$ cat config.mk
export PLATFORM = sky130hd
export DESIGN_NAME = tile_command_queue
export DESIGN_NICKNAME = d
export VERILOG_FILES = /design/src/rtl/tile_command_queue.sv
export SDC_FILE = /design/constraint.sdc
export NUM_CORES = 1
export LEC_CHECK = 0
export ABC_AREA = 1
export CAP_MARGIN = 20
export CORE_MARGIN = 4
export CORE_UTILIZATION = 55
export DETAILED_ROUTE_END_ITERATION = 12
export GPL_TIMING_DRIVEN = 0
export HOLD_SLACK_MARGIN = 0.08
export PLACE_DENSITY_LB_ADDON = 0.08
export SLEW_MARGIN = 0
export SYNTH_ARGS = -nofsm -noshare
export SYNTH_HDL_FRONTEND = slang
export SYNTH_SLANG_ARGS = --single-unit
$ cat constraint.sdc
create_clock -name clk -period 7.9 [get_ports clk]
set_clock_uncertainty 0.1 [all_clocks]
set_input_delay 1.58 -clock clk [delete_from_list [all_inputs] [get_ports clk]]
set_output_delay 1.58 -clock clk [all_outputs]
set_load 0.02 [all_outputs]
$ cat src/rtl/tile_command_queue.sv
// tile_command_queue
// Buffers CPU tile commands in a FIFO and replays them to the colour mapper
// only during vertical blank. Issued words are held on control for one cycle
// and followed by GAP zero cycles. Malformed writes and writes into a full
// FIFO are dropped and recorded in sticky flags.
//
// Handshake: there is no backpressure. wr_en is a one-cycle strobe that is
// either accepted or dropped in the same cycle. control is a registered
// one-cycle pulse that carries no valid signal; a nonzero word means "issue".
module tile_command_queue #(
  parameter int DEPTH       = 16,  // power of two, >= 2
  parameter int GAP         = 2,   // zero cycles between issues, >= 1
  parameter int ACTIVE_ROWS = 480  // first scanline of vertical blank
) (
  input  logic                     clk,
  input  logic                     reset_n,
  input  logic                     wr_en,
  input  logic [31:0]              wr_data,
  input  logic [9:0]               y,
  input  logic                     clear_flags,
  output logic [31:0]              control,
  output logic                     full,
  output logic                     empty,
  output logic                     overflow,
  output logic                     range_err,
  output logic [$clog2(DEPTH):0]   level,
  output logic                     state_dbg
);

  localparam int AW  = $clog2(DEPTH);
  localparam int GCW = (GAP > 1) ? $clog2(GAP) : 1;

  typedef enum logic {ST_ISSUE = 1'b0, ST_SPACE = 1'b1} state_t;

  state_t           state_q, state_d;
  logic [GCW-1:0]   gap_q, gap_d;
  logic [31:0]      mem [DEPTH];
  logic [AW-1:0]    wr_ptr, rd_ptr;
  logic [AW:0]      level_q;
  logic [31:0]      control_q;
  logic             ovf_q, rng_q;

  logic             window, pop, push;
  logic             cmd_op2, in_range, ovf_set, rng_set;

  // Command decode: opcode 2 only, column < 40, row < 30.
  assign cmd_op2  = wr_en && (wr_data[31:28] == 4'h2);
  assign in_range = (wr_data[27:22] < 6'd40) && (wr_data[21:16] < 6'd30);
  assign window   = (y >= 10'(ACTIVE_ROWS));

  assign full  = (level_q == (AW+1)'(DEPTH));
  assign empty = (level_q == '0);

  // A pop in the same cycle frees the slot for a write arriving while full.
  assign push    = cmd_op2 && in_range && (!full || pop);
  assign ovf_set = cmd_op2 && in_range && full && !pop;
  assign rng_set = cmd_op2 && !in_range;

  // Issue/spacing FSM: next state, gap counter and pop decision.
  always_comb begin
    state_d = state_q;
    gap_d   = gap_q;
    pop     = 1'b0;
    case (state_q)
      ST_ISSUE: begin
        if (window && !empty) begin
          pop     = 1'b1;
          state_d = ST_SPACE;
          gap_d   = '0;
        end
      end
      ST_SPACE: begin
        // Spacing ignores the window so an issue begun in blank completes.
        if (gap_q == GCW'(GAP - 1)) begin
          state_d = ST_ISSUE;
        end else begin
          gap_d = gap_q + GCW'(1);
        end
      end
      default: state_d = ST_ISSUE;
    endcase
  end

  // FSM state, pointers, occupancy, output word and sticky flags.
  always_ff @(posedge clk or negedge reset_n) begin
    if (!reset_n) begin
      state_q   <= ST_ISSUE;
      gap_q     <= '0;
      wr_ptr    <= '0;
      rd_ptr    <= '0;
      level_q   <= '0;
      control_q <= '0;
      ovf_q     <= 1'b0;
      rng_q     <= 1'b0;
    end else begin
      state_q   <= state_d;
      gap_q     <= gap_d;
      control_q <= pop ? mem[rd_ptr] : 32'h0;
      if (push) wr_ptr <= wr_ptr + AW'(1);
      if (pop)  rd_ptr <= rd_ptr + AW'(1);
      case ({push, pop})
        2'b10:   level_q <= level_q + (AW+1)'(1);
        2'b01:   level_q <= level_q - (AW+1)'(1);
        default: level_q <= level_q;
      endcase
      // A new error in the clearing cycle wins over the clear.
      if (ovf_set)          ovf_q <= 1'b1;
      else if (clear_flags) ovf_q <= 1'b0;
      if (rng_set)          rng_q <= 1'b1;
      else if (clear_flags) rng_q <= 1'b0;
    end
  end

  // Storage array; contents are don't-care until written, pointers gate use.
  always_ff @(posedge clk) begin
    if (push) mem[wr_ptr] <= wr_data;
  end

  assign control   = control_q;
  assign overflow  = ovf_q;
  assign range_err = rng_q;
  assign level     = level_q;
  assign state_dbg = state_q;

endmodule
==> results of run 1 <==
-- cells in the final DEF, fill, tap and decap left out, types with 16 or more instances in the layout --
| cell type | netlist | final |
|---|---|---|
| a211oi_1 | 48 | 48 |
| buf_2 | 54 | 54 |
| buf_4 | 16 | 17 |
| clkbuf_8 | 0 | 17 |
| clkdlybuf4s50_1 | 0 | 81 |
| nand2_1 | 510 | 510 |
| inv_1 | 26 | 26 |
| clkbuf_16 | 0 | 60 |
| clkbuf_1 | 16 | 35 |
| dfrtp_1 | 49 | 49 |
| a21oi_1 | 210 | 210 |
| nor2_1 | 57 | 41 |
| nand3_1 | 152 | 152 |
| o21ai_1 | 26 | 26 |
| nor2_4 | 0 | 16 |
| edfxtp_1 | 512 | 512 |
-- worst register-to-register path, stage by stage (launching register included) --
cell and delay (ns):
dfrtp_1 0.45, nor2_1 0.11, nand3_2 0.09, nand3_2 0.25, nand2_1 0.18, nand2_1 0.12, inv_1 0.17, nand2_1 0.29
nor2_4 0.68, buf_16 0.25
-- power groups by stage --
stage | sequential, uW | clock [uW] | combinational (uW)
final | 3410 | 2740 | 3310
after global routing | 3430 | 2890 | 3580
after CTS | 3410 | 2760 | 3270
after detailed placement | 3470 | 0 | 3250
after global placement | 3470 | 0 | 3180
after floorplan | 3590 | 0 | 1850
-- final cells by class --
type                            count  share of cell area
Sequential cell                   561              0.6335
Multi-Input combinational cell   1059              0.1911
Clock buffer                       96             0.06895
Timing Repair Buffer               98             0.04746
Tap cell                          525             0.02507
Buffer                            109             0.02454
Clock inverter                     12            0.005109
Inverter                           29            0.004249
-- metrics by stage --
stage / hold WS, ns / power, uW / setup slack, ns / instance area, um^2
CTS: 0.3537 / 9441 / 3.255 / 26210
floorplan: 0.3190 / 5441 / 3.652 / 22240
global placement: 0.3340 / 6650 / 0.8032 / 23720
finish: 0.3473 / 9466 / 3.196 / 26210
global route: 0.4027 / 9895 / 2.934 / 26210
detailed placement: 0.3432 / 6725 / 2.642 / 24260
-- per-layer routing --
layer	vias to the layer above	wire (um)	part of all wire	track usage
li1	6609	-	-	-
met4	0	1826	0.030	0.08731
met2	807	28570	0.47	0.4332
met3	106	6298	0.10	0.05014
met5	-	0	0	0
met1	7186	24650	0.40	0.4031
-- worst paths after layout --
check	from	end	slack [ns]	cells past startpoint
setup / recovery	wr_data[31]	mem[10][6]	3.20	11
hold / removal	gap_q	state_dbg	0.35	1
setup reg to reg	level[0]	mem[10][6]	4.89	9
hold reg to reg	gap_q	state_dbg	0.35	1
max in group asynchronous	reset_n	control[18]	6.18	1
min in group asynchronous	reset_n	control[12]	0.97	1
-- state kept, by name, summed over array words and instances, names as in the netlist --
name	count
state_dbg	1
overflow	1
gap_q	1
rd_ptr	4
level	5
control	32
wr_ptr	4
range_err	1
mem	512
-- cell families (layout without fill, tap and decap cells) --
kind of cell,count (synthesis),in the layout
adders and majority gates,9,9
buffers and inverters,138,344
DFF,561,561
xor gates and xnor gates,9,9
AOI/OAI and AO/OA,318,318
and+or+nand+nor,723,723
==> results.yml, run 1 <==
outcome:
  status: "finished clean"
worst_setup_path:
  cp_num_buf_inv: 4
  cp.required_ns: 8.10
  path_class: "in -> reg"
  cpPeakStageDelay_ns: 0.86
  crit_slowest_cell: "clkdlybuf4s50_1"
  critPathLaunchType: "input port"
  end_kind: "flop"
  path_cells: "clkdlybuf4s50_1, nor2_1, nand2_1, nor2_1, inv_1, nor2_1, nand2_1, inv_1, nand2_1, nor2_4, buf_16"
  crit_fanout: 19
  crit_family: "simple AND/OR/NAND/NOR gates"
  crit_arrival_ns: 4.90
timing:
  finalCritPeriodShare: 0.5954
  maxSlewHeadroom: 0.3746
  fmax_mhz: 212.6
  finalSetupViolCount: 0
  fin_crit_ns: 4.704
  rsz0062_at_grt: "false"
  tightest_slew_ns: 0.9381
  slew_violations: 0
  final.setup.tns_ns: 0
  hold_viol: 0
power:
  powerDensity_nw_per_um2: 361.2
  switchingPower_uw: 3451
  vdd_drop_max_uv: 294.5
  power_leakage_uw: 0.009479
  pwr-share-seq: 0.361
  clkPwrFrac: 0.289
  p_int_uw: 6015
  pwr-share-comb: 0.350
  swShare: 0.3646
placement:
  dp_cells: 2381
  place.gp.congestion: 0.8530
  dp_hpwl_um: 40480
  port_buffers: 82
global_routing:
  grt_usage: 0.2771
  grt_pass1_wl_um: 89890
  antenna_found_initial: 0
  grt_start_max_net_pins: 50
  grt_pass1_vias: 14072
  grt.overflow.total: 0
yosys:
  synth.most_common_cell: "edfxtp_1"
  synth_top_flop_cell: "edfxtp_1"
  synth_seq_cells: 561
  synth_top_area_frac: 0.6912
  synth_xor_area_frac: 0.003544
  synth_compound_gate_area_share: 0.07948
  synth_adder_area_share: 0.005400
  synth_edf_count: 512
  synth_top_family_by_area: "simple AND/OR/NAND/NOR gates"
  synth_area_um2: 22240
  synth_top_cells_by_area: "edfxtp_1 (69%), nand2_1 (8.6%), dfrtp_1 (5.5%)"
  yosys.area_share.simple: 0.1313
  synth_area_per_cell_um2: 12.65
  yosysTopAreaCell: "edfxtp_1"
  synth_mux_area_frac: 0
  synthArstFlopShare: 0.08734
  synth_common_cells: "edfxtp_1 (512), nand2_1 (510), a21oi_1 (210), nand3_1 (152), nor2_1 (57)"
  synthCells: 1758
  yosysSeqAreaShare: 0.7463
  ys_types: 31
  ys_warn_count: 0
  synth_fp_nets: 1813
floorplan:
  fp-row-count: 73
  die_x_um: 209.1
  dieHeight_um: 209.1
  die-area_um2: 43720
  start_util: 0.5586
  io_pins: 88
  core_region_area_um2: 39820
drt:
  wl_per_cell_um: 24.65
  vias_per_cell: 5.909
  routed_wl_um: 61350
  drtPass1Iterations: 6
  drc: 0
  drt_iter0_markers: 1706
  num_vias: 14708
  postRouteAntennaNets: 0
clock_network:
  cts_setup_buffers: 0
  insertion_delay_ns: 0.61
  cts_resized: 0
  clk_pin_slew_worst_paths_ns: 0.06
  cts_max_level: 2
  cts_max_path_buffers: 3
  cts_hold_buf: 0
  clkSinkCount: 561
  cts_tree: "done"
  cts_buffers: 57
  cts-root-buf: "clkbuf_16"
cells_and_area:
  fill_cells: 2977
  syn_to_final_growth_pct: 17.81
  antenna_cells: 0
  final_net_count: 1970
  stdcell_count: 2489
  finish.utilization: 0.6580
  multi_input_area_um2: 5009
  drive_above_1_share: 0.1074
  layout.area.seq_um2: 16600
flow_run:
  cap_violations: 0
min_path:
  hp-class: "reg -> reg"
No activity file was read; power rests on OpenSTA's default activity.
==> inputs of run 2 (changes only) <==
clock period = 4.7 ns   (was 7.9 ns; I/O delays follow)
==> results of run 2 <==
The final DEF is identical to that of run 1. Status: finished clean.
Among the figures that moved: setup slack after placement 2.642 ns -> 0.08170 ns; setup slack after layout 3.196 ns -> 0.6360 ns; hold slack 0.3473 ns -> 0.3343 ns; register-to-register setup slack 4.89 ns -> 1.69 ns; total power 9466 uW -> 15910 uW; worst IR drop on VDD 294.5 uV -> 495.0 uV
==> inputs of run 3 (changes only) <==
CORE_ASPECT_RATIO = 0.9   (was default)
SKIP_LAST_GASP = 1   (was default)
==> run 3 against run 2 <==
  * Setup slack better by 0.024 ns
  * Sequential share of layout area is 0.62 points higher
  * Combinational power hardly changed
  * Critical path depth stayed put
  * Register-to-register slack hardly changed
  * Sequential power hardly changed
  * First-iteration DRC count is 6.3% higher
  * Routed wire length is 0.72% lower
  * Global-route usage is 0.35 points higher
  * Clock power is 8.5% lower
  * Cell count is 0.12% lower
  * Largest cell class unchanged
  * Largest power group unchanged
==> results.yml, run 3 (synthesis results as in run 1) <==
outcome:
  status: "finished clean"
clock_network:
  clk_pin_slew_worst_paths_ns: 0.06
  cts_max_level: 2
  insertion_delay_ns: 0.60
  cts_buffers: 54
  cts_tree: "done"
  cts_hold_buf: 0
  cts-root-buf: "clkbuf_16"
  cts_setup_buffers: 0
  cts_resized: 0
  clkSinkCount: 561
  cts_max_path_buffers: 3
drt:
  wl_per_cell_um: 24.50
  drc: 0
  postRouteAntennaNets: 0
  drt_iter0_markers: 1813
  routed_wl_um: 60900
  drtPass1Iterations: 5
  num_vias: 14672
  vias_per_cell: 5.902
floorplan:
  io_pins: 88
  die-area_um2: 43730
  fp-row-count: 69
  start_util: 0.5601
  core_region_area_um2: 39710
  dieHeight_um: 198.8
  die_x_um: 220.0
timing:
  fin_crit_ns: 4.040
  rsz0062_at_grt: "false"
  hold_slack_ns: 0.3413
  hold_viol: 0
  finalSetupViolCount: 0
  finalCritPeriodShare: 0.8595
  maxSlewHeadroom: 0.3216
  slew_violations: 0
  fmax_mhz: 247.6
  tightest_slew_ns: 1.018
cells_and_area:
  final_cell_mix: "edfxtp_1 (512), nand2_1 (510), a21oi_1 (210)"
  fill_cells: 2940
  antenna_cells: 0
  final_common_cell: "edfxtp_1"
  top_register: "mem"
  drive_above_1_share: 0.1039
  final_net_count: 1967
  stdcell_count: 2486
  syn_to_final_growth_pct: 16.66
  largest_register_ffs: 512
placement:
  port_buffers: 82
  place.gp.congestion: 0.8579
  dp_hpwl_um: 40240
  dp_cells: 2388
worst_setup_path:
  critPathLaunchType: "input port"
  crit_fanout: 18
  path_cells: "clkdlybuf4s50_1, nor2_1, nand2_1, nor2_1, inv_1, nor2_1, nand2_1, inv_1, nand2_1, nor2_4, buf_16"
  end_kind: "flop"
  path_class: "in -> reg"
  cp.required_ns: 4.90
  crit_slowest_cell: "clkdlybuf4s50_1"
  cpPeakStageDelay_ns: 0.82
  crit_arrival_ns: 4.24
global_routing:
  grt_start_max_net_pins: 50
  grt_pass1_vias: 14078
  grt_usage: 0.2806
  antenna_found_initial: 0
  grt.overflow.total: 0
  grt_pass1_wl_um: 89280
power:
  powerDensity_nw_per_um2: 597.5
  finalPower_uw: 15510
  power_leakage_uw: 0.009353
  vdd_drop_max_uv: 320.6
flow_run:
  cap_violations: 0
min_path:
  hp-class: "in -> async"
-- run 3: through the flow --
step	util	instance area, um^2	worst slack (ns)	TNS (ns)
final	0.6534	25950	0.6604	0
after global routing	0.6534	25950	0.4159	0
after CTS	0.6534	25950	0.7148	0
after detailed placement	0.6105	24240	0.09104	0
after global placement	0.5975	23730	-1.601	-775.31
after floorplan	-	22240	1.092	0
-- run 3: final timing paths --
kind	from	endpoint	slack [ns]	depth (start not counted)
min reg2reg	gap_q	state_dbg	0.36	1
max reg2reg	level[0]	mem[5][12]	1.70	9
max	wr_data[31]	mem[5][12]	0.66	11
min in group clk	gap_q	state_dbg	0.36	1
min	reset_n	control[20]	0.34	1
max in group asynchronous	reset_n	control[8]	3.59	1
-- run 3: layout make-up --
cell class	count	area, um^2	share of cell area
plain buffers	109	643.1	0.02478
repair buffers	98	1214	0.04677
flip-flops and latches	561	16600	0.6397
inverters	29	111.4	0.004291
well taps	532	665.6	0.02565
multi-input cells	1059	5009	0.1930
clock inverters	29	215.2	0.008293
clock buffers	69	1491	0.05747
-- run 3: worst max-delay path, delay by kind of cell --
kind          cells  cell delay [ns]
simple gates      7             1.92
buf+inv           4             1.35
-- run 3: power by group --
| group | total [uW] | internal (uW) | switching (uW) |
|---|---|---|---|
| Combinational | 5550 | 1700 | 3850 |
| Clock | 4220 | 2400 | 1820 |
| Sequential | 5740 | 5640 | 98.8 |
-- run 3: layer usage --
layer,wire length (um),GRT usage
met3,6420,0.04674
met5,0,0
met2,27520,0.4303
met1,25150,0.4198
met4,1812,0.08628
